==> src/rtl/screen_director.sv <==
// Screen sequencer for the VGA path: owns the menu/play/pause/over state
// machine, picks which image pipeline feeds the DAC, and applies
// frame-synchronous fades when switching between full-screen images.
module screen_director #(
  parameter int H_LAST       = 799,
  parameter int V_LAST       = 524,
  parameter int FADE_FRAMES  = 2,
  parameter int OVER_TIMEOUT = 600
) (
  input  logic        vga_clk,
  input  logic        Reset,
  input  logic [9:0]  DrawX,
  input  logic [9:0]  DrawY,
  input  logic        blank,
  input  logic        start_key,
  input  logic        pause_key,
  input  logic        game_over,
  input  logic [11:0] menu_rgb,
  input  logic [11:0] game_rgb,
  input  logic [11:0] over_rgb,
  output logic [3:0]  red,
  output logic [3:0]  green,
  output logic [3:0]  blue,
  output logic [1:0]  screen_sel,
  output logic        game_run,
  output logic        frame_tick
);

  typedef enum logic [2:0] {
    ST_MENU,
    ST_FADE_OUT,
    ST_FADE_IN,
    ST_GAME,
    ST_PAUSE,
    ST_OVER
  } state_t;

  localparam logic [1:0]  SCR_MENU  = 2'd0;
  localparam logic [1:0]  SCR_GAME  = 2'd1;
  localparam logic [1:0]  SCR_OVER  = 2'd2;
  localparam logic [15:0] STEP_LAST = 16'(FADE_FRAMES - 1);
  localparam logic [15:0] OVER_LAST = 16'(OVER_TIMEOUT - 1);
  localparam logic [9:0]  X_LAST    = 10'(H_LAST);
  localparam logic [9:0]  Y_LAST    = 10'(V_LAST);

  state_t      state_q;
  logic [1:0]  target_q;      // screen encoding the current fade is heading to
  logic [4:0]  level_q;       // brightness 0..16
  logic [15:0] step_cnt_q;    // frames spent at the current fade level
  logic [15:0] over_cnt_q;    // frames spent on the game-over screen
  logic        start_key_q;
  logic        pause_key_q;
  logic        start_pend_q;
  logic        pause_pend_q;
  logic        frame_tick_q;
  logic [1:0]  screen_sel_q;
  logic        game_run_q;
  logic [11:0] pix_q;

  logic        start_rise_d;
  logic        pause_rise_d;
  logic        tick_d;
  logic [4:0]  lvl_d;
  logic [11:0] src_d;
  logic [11:0] pix_d;

  assign start_rise_d = start_key & ~start_key_q;
  assign pause_rise_d = pause_key & ~pause_key_q;
  assign tick_d       = (DrawX == X_LAST) && (DrawY == Y_LAST);
  // Pause dims the play-field to half brightness without touching the fade level.
  assign lvl_d        = (state_q == ST_PAUSE) ? 5'd8 : level_q;

  // Source image selection by the currently displayed screen.
  always_comb begin
    src_d = 12'h000;
    case (screen_sel_q)
      SCR_MENU: src_d = menu_rgb;
      SCR_GAME: src_d = game_rgb;
      SCR_OVER: src_d = over_rgb;
      default:  src_d = 12'h000;
    endcase
  end

  // Per-channel brightness scaling: (c * lvl) >> 4, 16 passes c unchanged.
  genvar gi;
  generate
    for (gi = 0; gi < 3; gi++) begin : g_chan
      assign pix_d[gi*4 +: 4] =
        4'(({5'd0, src_d[gi*4 +: 4]} * {4'd0, lvl_d}) >> 4);
    end
  endgenerate

  // Key edge capture, frame tick, and the screen state machine (frame-tick driven).
  always_ff @(posedge vga_clk or posedge Reset) begin
    if (Reset) begin
      state_q      <= ST_MENU;
      target_q     <= SCR_MENU;
      level_q      <= 5'd16;
      step_cnt_q   <= '0;
      over_cnt_q   <= '0;
      start_key_q  <= 1'b0;
      pause_key_q  <= 1'b0;
      start_pend_q <= 1'b0;
      pause_pend_q <= 1'b0;
      frame_tick_q <= 1'b0;
      screen_sel_q <= SCR_MENU;
      game_run_q   <= 1'b0;
    end else begin
      start_key_q  <= start_key;
      pause_key_q  <= pause_key;
      frame_tick_q <= tick_d;
      if (frame_tick_q) begin
        // Pending key edges live for at most one frame; unused ones are dropped here.
        start_pend_q <= 1'b0;
        pause_pend_q <= 1'b0;
        case (state_q)
          ST_MENU: begin
            if (start_pend_q) begin
              state_q    <= ST_FADE_OUT;
              target_q   <= SCR_GAME;
              step_cnt_q <= '0;
            end
          end
          ST_FADE_OUT: begin
            if (step_cnt_q == STEP_LAST) begin
              step_cnt_q <= '0;
              level_q    <= level_q - 5'd1;
              if (level_q == 5'd1) begin
                // Swap images while the screen is fully black.
                screen_sel_q <= target_q;
                state_q      <= ST_FADE_IN;
              end
            end else begin
              step_cnt_q <= step_cnt_q + 16'd1;
            end
          end
          ST_FADE_IN: begin
            if (step_cnt_q == STEP_LAST) begin
              step_cnt_q <= '0;
              level_q    <= level_q + 5'd1;
              if (level_q == 5'd15) begin
                case (target_q)
                  SCR_GAME: begin
                    state_q    <= ST_GAME;
                    game_run_q <= 1'b1;
                  end
                  SCR_OVER: begin
                    state_q    <= ST_OVER;
                    over_cnt_q <= '0;
                  end
                  default: state_q <= ST_MENU;
                endcase
              end
            end else begin
              step_cnt_q <= step_cnt_q + 16'd1;
            end
          end
          ST_GAME: begin
            // Game over outranks a pause request in the same frame.
            if (game_over) begin
              game_run_q <= 1'b0;
              state_q    <= ST_FADE_OUT;
              target_q   <= SCR_OVER;
              step_cnt_q <= '0;
            end else if (pause_pend_q) begin
              game_run_q <= 1'b0;
              state_q    <= ST_PAUSE;
            end
          end
          ST_PAUSE: begin
            if (pause_pend_q) begin
              game_run_q <= 1'b1;
              state_q    <= ST_GAME;
            end
          end
          ST_OVER: begin
            if (start_pend_q || (over_cnt_q == OVER_LAST)) begin
              state_q    <= ST_FADE_OUT;
              target_q   <= SCR_MENU;
              step_cnt_q <= '0;
            end else begin
              over_cnt_q <= over_cnt_q + 16'd1;
            end
          end
          default: begin
            state_q    <= ST_MENU;
            game_run_q <= 1'b0;
          end
        endcase
      end else begin
        if (start_rise_d) start_pend_q <= 1'b1;
        if (pause_rise_d) pause_pend_q <= 1'b1;
      end
    end
  end

  // Registered pixel output, forced black outside the active region.
  always_ff @(posedge vga_clk or posedge Reset) begin
    if (Reset) begin
      pix_q <= 12'h000;
    end else begin
      pix_q <= blank ? pix_d : 12'h000;
    end
  end

  assign red        = pix_q[11:8];
  assign green      = pix_q[7:4];
  assign blue       = pix_q[3:0];
  assign screen_sel = screen_sel_q;
  assign game_run   = game_run_q;
  assign frame_tick = frame_tick_q;

endmodule

==> config.mk <==
export PLATFORM = sky130hd
export DESIGN_NAME = screen_director
export DESIGN_NICKNAME = d
export VERILOG_FILES = /design/src/rtl/screen_director.sv
export SDC_FILE = /design/constraint.sdc
export NUM_CORES = 1
export LEC_CHECK = 0
export CAP_MARGIN = 20
export CELL_PAD_IN_SITES_DETAIL_PLACEMENT = 1
export CELL_PAD_IN_SITES_GLOBAL_PLACEMENT = 2
export CORE_ASPECT_RATIO = 0.5
export CORE_MARGIN = 8
export CORE_UTILIZATION = 33
export CTS_CLUSTER_DIAMETER = 200
export DETAILED_ROUTE_END_ITERATION = 16
export GPL_TIMING_DRIVEN = 0
export PLACE_DENSITY = 0.83
export SLEW_MARGIN = 40
export SYNTH_ARGS = -nofsm -noshare
export SYNTH_HDL_FRONTEND = slang
export SYNTH_SLANG_ARGS = --single-unit
==> constraint.sdc <==
create_clock -name vga_clk -period 4.4 [get_ports vga_clk]
set_clock_uncertainty 0.05 [all_clocks]
set_input_delay 0.88 -clock vga_clk [delete_from_list [all_inputs] [get_ports vga_clk]]
set_output_delay 0.88 -clock vga_clk [all_outputs]
set_load 0.005 [all_outputs]
==> results.toml <==
[cts]
clock-sinks = 62
cts.clk_slew.worst_paths_ns = 0.06
clock_path_buffers = 2
hold_buffers = 0
cts_tree = "done"
ctsRootBufferMaster = "clkbuf_16"
worstSkewPairLatency_ns = 0.34
htreeDepth = 3
cts_buffers = 9

[critical_path]
cp_max_fo = 5
worst-r2r-cell-count = 12
regToRegSetupSlack_ns = 0.18
reg2reg_to = "pix_q[6]$_DFF_PP0_"
worst_ep_arrival_time_ns = 4.43
crit_type = "in -> reg"
start_kind = "primary input"
end_kind = "flop"
timing.rr.start = "screen_sel[0]$_DFFE_PP0P_"
worstPathRequired_ns = 4.57

[sta]
fin_crit_ns = 4.26
setup_viol_count_final = 0
slew-limit-headroom_pct = 51.2
fin_crit_sh_pct = 96.8
setup_slack_ns = 0.142
drv_slew = 0
tightest_slew_ns = 0.732
fmax_mhz = 235
hold_viol = 0

[final_layout]
nNetsFinal = 786
layout_commonest_cell = "clkdlybuf4s50_1"
n_antenna_cell = 0
layout-drive-gt1-share_pct = 11.7
final_cell_mix = "clkdlybuf4s50_1 (77), nor2_1 (64), dfrtp_1 (61), nand2_1 (47), inv_1 (40)"
fillers = 1758
syn2layout_area_growth_pct = 30.2

[yosys]
post-synth-top-area-cell = "dfrtp_1"
ys_types = 67
syn_inst = 579
synth-edff-count = 0
ys_ff_latch = 62
ys_seq_area_share_pct = 30.9
synth-main-ff-cell = "dfrtp_1"
avgSynthCellArea_um2 = 8.68
yosysWarnings = 0
syn-cell-area_um2 = 5030
syn-num-nets = 693
async_reset_ff_share_pct = 100
synth_top_area_share_pct = 30.4
synth.area.top_cells = "dfrtp_1 (30%), ha_1 (9.2%), fa_1 (6.0%)"

[grt]
grt_remaining_overflow = 0
grt_max_degree = 38
grt_pass1_wl_um = 26900
antenna_found_initial = 0
grt_pass1_vias = 4922
grtUsageTotal_pct = 17.3

[power]
total_power_uw = 1480
cellLeakagePower_uw = 0.00278
ir_worst_vdd_v = 0.000174
power_per_cell_area_nw_per_um2 = 227

[drt]
ant_nets = 0
viasPerCell = 5.39
drtPass1Iterations = 4
routedWlPerCell_um = 18.9
wirelength_um = 16700
drt_iter0_drc = 272
drc = 0
dr_total_vias = 4749

[die]
die-height_um = 103
core_area_um2 = 15100
ioPinCount = 78
dieArea_um2 = 19700
start_util_pct = 33.2
fp-row-count = 32
fp.dieW_um = 191

[run_status]
status = "completed"

[hold_path]
hold_path_startpoint = "start_pend_q$_DFFE_PP0P_"
hold_path_end = "start_pend_q$_DFFE_PP0P_"
hp-class = "reg -> reg"
whs_path_depth = 2

[place]
routabilityCongestion = 0.820
io_buffers = 77
pre_cts_ws_ns = -0.468
hpwl_um = 13100

[job]
max-cap-violations = 0
==> routing by layer <==
| layer | vias to the layer above | wire length (um) | GRT usage, % |
|---|---|---|---|
| li1 | 2238 | - | - |
| met1 | 2386 | 8620 | 26.4 |
| met4 | 0 | 130 | 3.55 |
| met2 | 117 | 6830 | 24.4 |
| met3 | 8 | 1090 | 3.78 |
| met5 | - | 0 | 0 |
==> cell type report <==
type                            count  area, um2  area share [%]
Inverter                           41        156            2.39
Timing Repair Buffer               84        836            12.8
Sequential cell                    62       1550            23.7
Clock buffer                       10        239            3.65
Tap cell                          204        255            3.90
Clock inverter                      6       92.6            1.42
Buffer                             16       90.1            1.38
Multi-Input combinational cell    458       3320            50.8
==> worst max-delay path by stage <==
stage / cells after the start / from / to / slack [ns]
global route: 15 / over_rgb[11] / pix_q[10]$_DFF_PP0_ / -0.02
floorplan: 15 / state_q[1]$_DFFE_PP0P_ / pix_q[3]$_DFF_PP0_ / 0.40
finish: 13 / over_rgb[7] / pix_q[6]$_DFF_PP0_ / 0.14
CTS: 15 / over_rgb[5] / pix_q[7]$_DFF_PP0_ / 0.005
global placement: 14 / over_rgb[7] / pix_q[7]$_DFF_PP0_ / -0.36
detailed placement: 14 / over_rgb[7] / pix_q[7]$_DFF_PP0_ / -0.47
==> power by group <==
part | total [uW] | switching, uW | internal, uW
clock | 809 | 293 | 516
combinational | 103 | 41.5 | 61.1
sequential | 571 | 0.220 | 571
==> registers in the layout (all words and copies together), names as in the netlist <==
name          cells
step_cnt_q       16
pix_q            12
level_q           5
pause_pend_q      1
pause_key_q       1
game_run          1
target_q          2
start_key_q       1
start_pend_q      1
over_cnt_q       16
frame_tick        1
screen_sel        2
state_q           3
==> worst max-delay path, stage by stage <==
cell and delay (ns):
clkdlybuf4s50_1 0.39, mux2i_1 0.19, a2bb2oi_2 0.25, nor2_1 0.10, fa_1 0.54, inv_1 0.06
fa_1 0.54, inv_1 0.05, ha_1 0.36, and2_1 0.19, and4_1 0.24, o31ai_2 0.30
nor3b_1 0.33
==> stage by stage <==
stage                     TNS, ns  utilization [%]  instance area, um2  instances  hold slack, ns
after detailed placement    -2.57             40.2                6080        861           0.504
after floorplan                 0                -                5030        579           0.428
after global placement      -1.63             40.0                6050        860           0.458
after global routing      -0.0328             43.2                6540        881           0.548
after CTS                       0             42.5                6430        875           0.514
final                           0             43.2                6540        881           0.511
==> kinds of logic (layout without fill, tap and decap cells) <==
kind of cell / Yosys count / in the layout / share of synthesized area [%]
and+or+nand+nor: 254 / 254 / 27.4
xor gates and xnor gates: 23 / 23 / 4.01
buffers and inverters: 59 / 157 / 4.85
DFF: 62 / 62 / 30.9
AOI/OAI and AO/OA: 113 / 113 / 14.4
adders and majority gates: 52 / 52 / 15.2
muxes: 16 / 16 / 3.24
==> synthesized netlist by cell type, drive strengths merged (9+ instances only) <==
cell    number
inv         41
nor3        16
dfrtp       61
nor2        66
nand3       17
o21ai       32
fa          15
or2          9
clkbuf       9
nand4       12
or3         13
xnor2       12
buf          9
a21oi       33
and3         9
xor2        11
nand2       49
mux2i       14
nor4        13
o31ai        9
and2        13
ha          37
==> repair_timing <==
action / CTS / global route
gates cloned: 0 / 0
pin swaps: 0 / 0
setup buffers: 0 / 6
resized for setup: 7 / 19
endpoints found under the setup margin: 7 / 7
Power figures use the tool's default switching activity.
